File: config.mk
export PLATFORM = sky130hd
export DESIGN_NAME = vram_arbiter
export DESIGN_NICKNAME = d
export VERILOG_FILES = /design/src/rtl/vram_arbiter.sv
export SDC_FILE = /design/constraint.sdc
export NUM_CORES = 1
export LEC_CHECK = 0
export CORE_MARGIN = 1
export CORE_UTILIZATION = 39
export CTS_CLUSTER_DIAMETER = 80
export DETAILED_ROUTE_END_ITERATION = 7
export PLACE_DENSITY_LB_ADDON = 0.15
export SLEW_MARGIN = 20
export SYNTH_ARGS = -nofsm -noshare
export SYNTH_HDL_FRONTEND = slang
export SYNTH_SLANG_ARGS = --single-unit
export TNS_END_PERCENT = 100
File: constraint.sdc
create_clock -name clk -period 3.1 [get_ports clk]
set_input_delay 0.62 -clock clk [delete_from_list [all_inputs] [get_ports clk]]
set_output_delay 0.62 -clock clk [all_outputs]
set_load 0.01 [all_outputs]
File: src/rtl/vram_arbiter.sv
// Arbitrates the single-port VRAM between the display reader (absolute priority) and a CPU port with posted writes.
// Latency: display read data 1 clk after request; CPU read accept T, issue T+1 at the earliest, rvalid T+2.
// Backpressure: cpu_ready drops while a read is outstanding, or for writes while the post FIFO is full.
module vram_arbiter #(
    parameter int AW     = 11,
    parameter int DW     = 8,
    parameter int WDEPTH = 4
) (
    input  logic                      clk,
    input  logic                      reset,
    input  logic                      disp_req,
    input  logic [AW-1:0]             disp_addr,
    output logic [DW-1:0]             disp_data,
    input  logic                      cpu_req,
    input  logic                      cpu_we,
    input  logic [AW-1:0]             cpu_addr,
    input  logic [DW-1:0]             cpu_wdata,
    output logic                      cpu_ready,
    output logic [DW-1:0]             cpu_rdata,
    output logic                      cpu_rvalid,
    output logic [AW-1:0]             vram_addr,
    output logic                      vram_we,
    output logic [DW-1:0]             vram_wdata,
    input  logic [DW-1:0]             vram_rdata,
    output logic [$clog2(WDEPTH):0]   wfifo_count,
    output logic                      busy
);
    localparam int PW = $clog2(WDEPTH);
    localparam int CW = PW + 1;

    logic [AW-1:0] fifo_addr [WDEPTH];
    logic [DW-1:0] fifo_data [WDEPTH];
    logic [PW-1:0] head;
    logic [PW-1:0] tail;
    logic [CW-1:0] count;
    logic          rd_pend;
    logic          rd_issued;
    logic [AW-1:0] rd_addr;
    logic [DW-1:0] rdata_hold;

    logic fifo_empty;
    logic fifo_full;
    logic push;
    logic pop;
    logic rd_acc;
    logic rd_go;

    // Handshake and slot selection; the display always takes the slot, a read waits behind every posted write.
    always_comb begin
        fifo_empty = (count == '0);
        fifo_full  = (count == CW'(WDEPTH));
        cpu_ready  = ~rd_pend & ~rd_issued & (cpu_we ? ~fifo_full : 1'b1);
        push       = cpu_req & cpu_ready & cpu_we;
        rd_acc     = cpu_req & cpu_ready & ~cpu_we;
        pop        = ~disp_req & ~fifo_empty;
        rd_go      = ~disp_req & fifo_empty & rd_pend;
    end

    // VRAM port mux: idle cycles park on the display address so the display path sees no change.
    always_comb begin
        vram_addr  = disp_addr;
        vram_we    = 1'b0;
        vram_wdata = fifo_data[head];
        if (pop) begin
            vram_addr = fifo_addr[head];
            vram_we   = 1'b1;
        end else if (rd_go) begin
            vram_addr = rd_addr;
        end
    end

    // Post FIFO storage; the pointers and occupancy live in the control block below.
    always_ff @(posedge clk) begin
        if (push) begin
            fifo_addr[tail] <= cpu_addr;
            fifo_data[tail] <= cpu_wdata;
        end
    end

    // Pointer/count bookkeeping and the blocking-read tracker; reset drops anything in flight.
    always_ff @(posedge clk) begin
        if (reset) begin
            head       <= '0;
            tail       <= '0;
            count      <= '0;
            rd_pend    <= 1'b0;
            rd_issued  <= 1'b0;
            rd_addr    <= '0;
            rdata_hold <= '0;
        end else begin
            if (push) tail <= tail + 1'b1;
            if (pop)  head <= head + 1'b1;
            count <= count + CW'(push) - CW'(pop);
            if (rd_acc) begin
                rd_pend <= 1'b1;
                rd_addr <= cpu_addr;
            end else if (rd_go) begin
                rd_pend <= 1'b0;
            end
            rd_issued <= rd_go;
            if (rd_issued) rdata_hold <= vram_rdata;
        end
    end

    // Read data is live in the completion cycle and held from the register afterwards.
    always_comb begin
        disp_data   = vram_rdata;
        cpu_rvalid  = rd_issued;
        cpu_rdata   = rd_issued ? vram_rdata : rdata_hold;
        wfifo_count = count;
        busy        = (count != '0) | rd_pend | rd_issued;
    end

endmodule

==> metrics.yaml <==
outcome: "finished clean"
cts_made_buffers: 9
clock-sinks: 106
die_y_um: 108
dieArea_um2: 11600
grt_pass1_vias: 2511
seqPwrFrac_pct: 46.3
antenna_cells: 0
fillers: 953
drt_wl_total_um: 8640
swShare_pct: 29.0
place_congestion: 0.663
clk_pin_slew_ns: 0.10
cts_buffer_depth: 2
synth_edf_count: 76
drv_cap: 0
ir_worst_vdd_mv: 0.246
insertion_delay_ns: 0.37
core_area_um2: 10900
comb_power_share_pct: 30.9
via_per_inst: 5.04
pre_cts_ws_ns: 0.280
die_w_um: 108
setup_slack_ns: 0.0735
min_from: "rd_addr[0]$_SDFFE_PP0P_"
fin_setup_tns_ns: 0
grt_max_degree: 21
power.leakage_nw: 1.88
grt_usage_pct: 15.6
synth-seq-cells: 106
cts_setup_buffers: 0
fin_crit_ns: 3.03
drc: 0
power.density_nw_per_um2: 646
finalMaxSlewViolations: 0
cp.required_ns: 2.48
start_kind: "flop"
syn-instance-count: 272
finClkSkew_ns: 0.0132
synth_area_per_cell_um2: 16.1
num_rows: 38
ant_nets: 0
synth.most_common_cell: "edfxtp_1"
grt_overflow: 0
arrival_ns: 2.41
ys_seq_area_share_pct: 66.0
io_pins: 85
crit_type: "flop to primary output"
hold_path.class: "flop to flop"
dp_hpwl_um: 5720
post-route-util_pct: 50.9
cts_root_buf: "clkbuf_8"
yosys.cell_types.count: 39
cpPeakStageDelay_ns: 0.62
reg2reg_from: "wfifo_count[2]$_SDFF_PP0_"
crit_path_max_fanout: 12
dr.first_iter.drc_count: 89
setup_viol: 0
grt_setup_unrepaired: "true"
synth.net_count: 322
p_switching_mw: 1.04
first_pass_iters: 4
start_util_pct: 40.1
finalCritPeriodShare_pct: 97.6
antenna_found_initial: 0
nets: 408
total_power_mw: 3.58
worst_slew_pin_slew_ns: 0.699
synthTopCellsByCount: "76 x edfxtp_1, 30 x dfxtp_1, 23 x nand2_1, 20 x o22a_1, 16 x a21oi_1"
synth_flop_cell: "edfxtp_1"
io_buffers: 84
synth_warnings: 0
worstSetupEndpointType: "primary output"
cts_tree: "yes"
power.share.clock_pct: 22.8
synth.area.top_cells: "edfxtp_1 52%, dfxtp_1 14%, mux4_1 7.8%, o22a_1 4.0%, mux4_2 2.6%"
p_int_mw: 2.54
crit_slowest_cell: "or4b_4"
wl_per_cell_um: 17.2
hold_buffers: 0
vias: 2534
hold_violations: 0
synth_top_area_share_pct: 52.2
layout-drive-gt1-share_pct: 14.0
critical_path.startpoint: "rd_pend$_SDFFE_PP0P_"
max-slew-margin-rel_pct: 53.2
yosysTopAreaCell: "edfxtp_1"
crit_path_cell_trace: "or4b_4 -> o22a_2 -> o22a_1 -> clkdlybuf4s50_1"
h-tree-depth: 3
fmax_mhz: 330
synth_area_um2: 4370
async_reset_ff_share_pct: 0
grt_pass1_wl_um: 13200
syn_to_final_growth_pct: 26.8
## kinds of logic after synthesis
family / Yosys count / share of synthesized area (%)
flops: 106 / 66.0
simple gates: 53 / 6.50
compound gates: 42 / 6.96
buf+inv: 33 / 4.38
mux: 29 / 13.6
fa+ha+maj: 7 / 2.18
xor+xnor: 2 / 0.401
## state kept, by name, indices dropped and copies added, names as in the netlist, named ones only
signal       count
cpu_rvalid       1
rdata_hold       8
tail             2
wfifo_count      3
rd_pend          1
head             2
fifo_addr       44
rd_addr         11
fifo_data       32
## power groups by stage
stage          logic (mW)  registers (mW)  clock network, mW
6_report             1.10            1.66              0.817
4_1_cts              1.13            1.66              0.845
5_1_grt              1.20            1.67              0.897
2_1_floorplan       0.639            1.68                  0
3_3_place_gp         1.11            1.69                  0
3_5_place_dp         1.12            1.69                  0
## area by class of cell
cell class	count	area, µm²	area share [%]
Sequential cell	106	2880	52.0
Multi-Input combinational cell	133	1300	23.5
Clock buffer	9	124	2.24
Timing Repair Buffer	99	957	17.3
Clock inverter	7	67.6	1.22
Tap cell	140	175	3.16
Inverter	9	33.8	0.610
## path summary, 6_finish.rpt
check	to	slack, ns	depth (start not counted)
setup / recovery	vram_addr[0]	0.07	4
hold / removal	rd_addr[0]$_SDFFE_PP0P_	0.46	2
hold reg to reg	rd_addr[0]$_SDFFE_PP0P_	0.46	2
setup reg to reg	wfifo_count[2]$_SDFF_PP0_	0.74	10
## cells in the final DEF (no fill, tap or decap), types with 2 or more instances in the layout
master	synthesis	routed
a21oi_1	16	16
ha_1	6	6
mux4_2	5	5
mux2_2	8	8
dfxtp_1	30	30
clkbuf_8	0	9
nor2b_1	10	10
nand2b_1	2	2
edfxtp_1	76	76
inv_1	9	9
buf_4	8	14
clkinv_4	0	2
mux4_1	13	13
nand2_1	23	23
nor2_1	5	5
and2_1	4	4
inv_8	0	3
clkdlybuf4s50_1	0	84
o22a_2	2	2
xnor2_1	2	2
o22a_1	20	20
## worst max-delay path, delay by kind of cell (launching register included)
family | cells | cell delay (ns)
AOI/OAI and AO/OA | 2 | 0.46
buffers and inverters | 1 | 0.47
DFF | 1 | 0.48
and+or+nand+nor | 1 | 0.62
## per-layer routing
metal	track usage, %	share of wire (%)	routed length [µm]
met5	0	0	0
met4	6.46	1.3	110
met3	2.48	3.2	280
met2	26.6	51	4450
met1	19.8	44	3800
## stage by stage
| step | cells | hold slack, ns | instance area [µm²] |
|---|---|---|---|
| floorplan | 272 | 0.436 | 4370 |
| global placement | 487 | 0.442 | 5350 |
| detailed placement | 487 | 0.449 | 5350 |
| CTS | 503 | 0.463 | 5540 |
| global route | 503 | 0.480 | 5540 |
| finish | 503 | 0.463 | 5540 |
## timing repair
action                                  4_1_cts  5_1_grt
pin swaps                                     0        0
endpoints found under the setup margin        2        3
resized for setup                             1        0
Power figures use the tool's default switching activity.
==> edit: new RTL, config.mk and constraints unchanged <==
Change the parameter `DW` from 8 to 9.
--- a/src/rtl/vram_arbiter.sv
+++ b/src/rtl/vram_arbiter.sv
@@ -4,5 +4,5 @@
 module vram_arbiter #(
     parameter int AW     = 11,
-    parameter int DW     = 8,
+    parameter int DW     = 9,
     parameter int WDEPTH = 4
 ) (
Interface: changed (5 resized); port bits go from 85 to 90. No check against the original RTL was run, so the function may have changed too.
==> edit against the original RTL <==
  * Total power is 11% higher
  * Count of clock-buffer cells in the layout up 1
  * Maximum frequency is 1.8% higher
  * Synthesized area is 3.8% higher
  * Cell area is 6.6% higher
  * Largest power group unchanged
  * Setup slack better by 0.054 ns
  * Sequential cell count rose by 5
  * Critical path depth increased by 1
  * Register-to-register slack lost 0.14 ns
  * Via count increased by 3.3%
  * Routed wire length grew 7.2%
  * Critical path type unchanged
  * Combinational power up 6%
  * Clock power up 31%
==> edit: results (changes against the original RTL) <==
stage;metric;value;unit;change
yosys;synth_fp_nets;333;;was 322
sta;slew_headroom;61.7;%;was 53.2%
clock_network;clkTransAtPathRegs;0.07;ns;was 0.10 ns
grt;grt_usage;16.4;%;was 15.6%
setup_path;crit_slowest_cell;mux4_1;;was or4b_4
setup_path;slowest_delay;0.57;ns;was 0.62 ns
detailed_routing;wl_per_cell;17.8;µm;was 17.2 µm
yosys;synthCells;281;;was 272
yosys;synth.distinct_cells;36;;was 39
clock_network;clock_latency;0.34;ns;was 0.37 ns
hold_path;min_from;rd_addr[5]$_SDFFE_PP0P_;;was rd_addr[0]$_SDFFE_PP0P_
detailed_routing;routed_wl;9.27;mm;was 8.64 mm
power_and_ir_drop;p_leak;2.00;nW;was 1.88 nW
setup_path;path_delay_family;buffers and inverters;;was simple AND/OR/NAND/NOR gates
setup_path;rrSetupSlack;0.60;ns;was 0.74 ns
detailed_routing;avgViaCountPerCell;5.02;;was 5.04
layout;drive_gt1_share;15.9;%;was 14.0%
place;place_inst;505;;was 487
yosys;synth_edf_count;80;;was 76
place;io_buffers;89;;was 84
layout;top_regs;fifo_addr x44, fifo_data x36, rd_addr x11;;was fifo_addr x44, fifo_data x32, rd_addr x11
grt;grt_pass1_wl;14.1;mm;was 13.2 mm
place;finalWeightedCongestion;0.724;;was 0.663
hold_path;hold_depth;2;;unchanged
yosys;synth_area_leaders;edfxtp_1, dfxtp_1, mux4_2;;was edfxtp_1, dfxtp_1, mux4_1
yosys;synthArstFlopShare;0;%;unchanged
power_and_ir_drop;ir_drop;394;µV;was 246 µV
hold_path;worstHoldEndpoint;rd_addr[5]$_SDFFE_PP0P_;;was rd_addr[0]$_SDFFE_PP0P_
yosys;seq_area_frac_synth;66.6;%;was 66.0%
detailed_routing;drtIter0Drc;85;;was 89
clock_network;ctsResizeCount;0;;was 1
setup_path;rr_worst_depth;10;;unchanged
sta;fin_worst_skew;0.00757;ns;was 0.0132 ns
outcome;run_status;finished, final reports clean;;unchanged
yosys;synth_commonest_cells;edfxtp_1, dfxtp_1, nand2_1, o22a_1, a21oi_1;;unchanged
power_and_ir_drop;p_int;2.90;mW;was 2.54 mW
-- edit: metal layers --
metal  global-route usage (%)  vias up  wire [µm]
li1                         -     1250          -
met1                     20.3     1285       4010
met2                     28.0       72       4670
met3                     3.91       10        454
met4                     5.71        0        132
met5                        0        -          0
-- edit: kinds of logic after synthesis --
logic type / synth area share [%]
AO/OA/AOI/OAI: 6.70
XOR/XNOR: 0.386
adder cells (fa/ha/maj): 2.10
buffers and inverters: 4.41
flip-flops: 66.6
multiplexers: 13.4
AND/OR/NAND/NOR: 6.40
-- edit: worst max-delay path by stage --
stage / from / slack, ns / endpoint
5_1_grt: flop / 0.001 / vram_addr[4]
4_1_cts: flop / 0.05 / vram_addr[1]
3_3_place_gp: disp_req / 0.31 / vram_addr[4]
2_1_floorplan: wfifo_count[2]$_SDFF_PP0_ / 0.75 / wfifo_count[2]$_SDFF_PP0_
3_5_place_dp: disp_req / 0.28 / wfifo_count[2]$_SDFF_PP0_
6_report: flop / 0.13 / vram_addr[4]
-- edit: area by class of cell --
cell class / count / area [µm²]
fillers: 1012 / 5460
flip-flops and latches: 111 / 3020
inverters: 9 / 33.8
well taps: 143 / 179
clock inverters: 6 / 50.0
multi-input cells: 136 / 1320
repair buffers: 106 / 1070
clock buffers: 10 / 229
-- edit: power by group through the flow --
stage	combinational (mW)	sequential [mW]	clock, mW
6_report	1.17	1.74	1.07
5_1_grt	1.28	1.75	1.16
4_1_cts	1.19	1.74	1.11
3_5_place_dp	1.18	1.77	0
3_3_place_gp	1.18	1.77	0
2_1_floorplan	0.666	1.76	0
-- edit: worst reg2reg max path, stage by stage, from the launching register on --
cell and delay, ns:
dfxtp_1 0.38, nor3_2 0.45, buf_4 0.26, nor2_1 0.08, ha_1 0.27, inv_1 0.04
ha_1 0.17, fa_1 0.38, xnor2_1 0.18, xnor2_1 0.13, nor2_1 0.05
-- edit: stage by stage --
| step | hold WS, ns | total power, mW |
|---|---|---|
| finish | 0.459 | 3.98 |
| global route | 0.485 | 4.19 |
| CTS | 0.460 | 4.04 |
| detailed placement | 0.451 | 2.95 |
| global placement | 0.442 | 2.94 |
| floorplan | 0.436 | 2.42 |
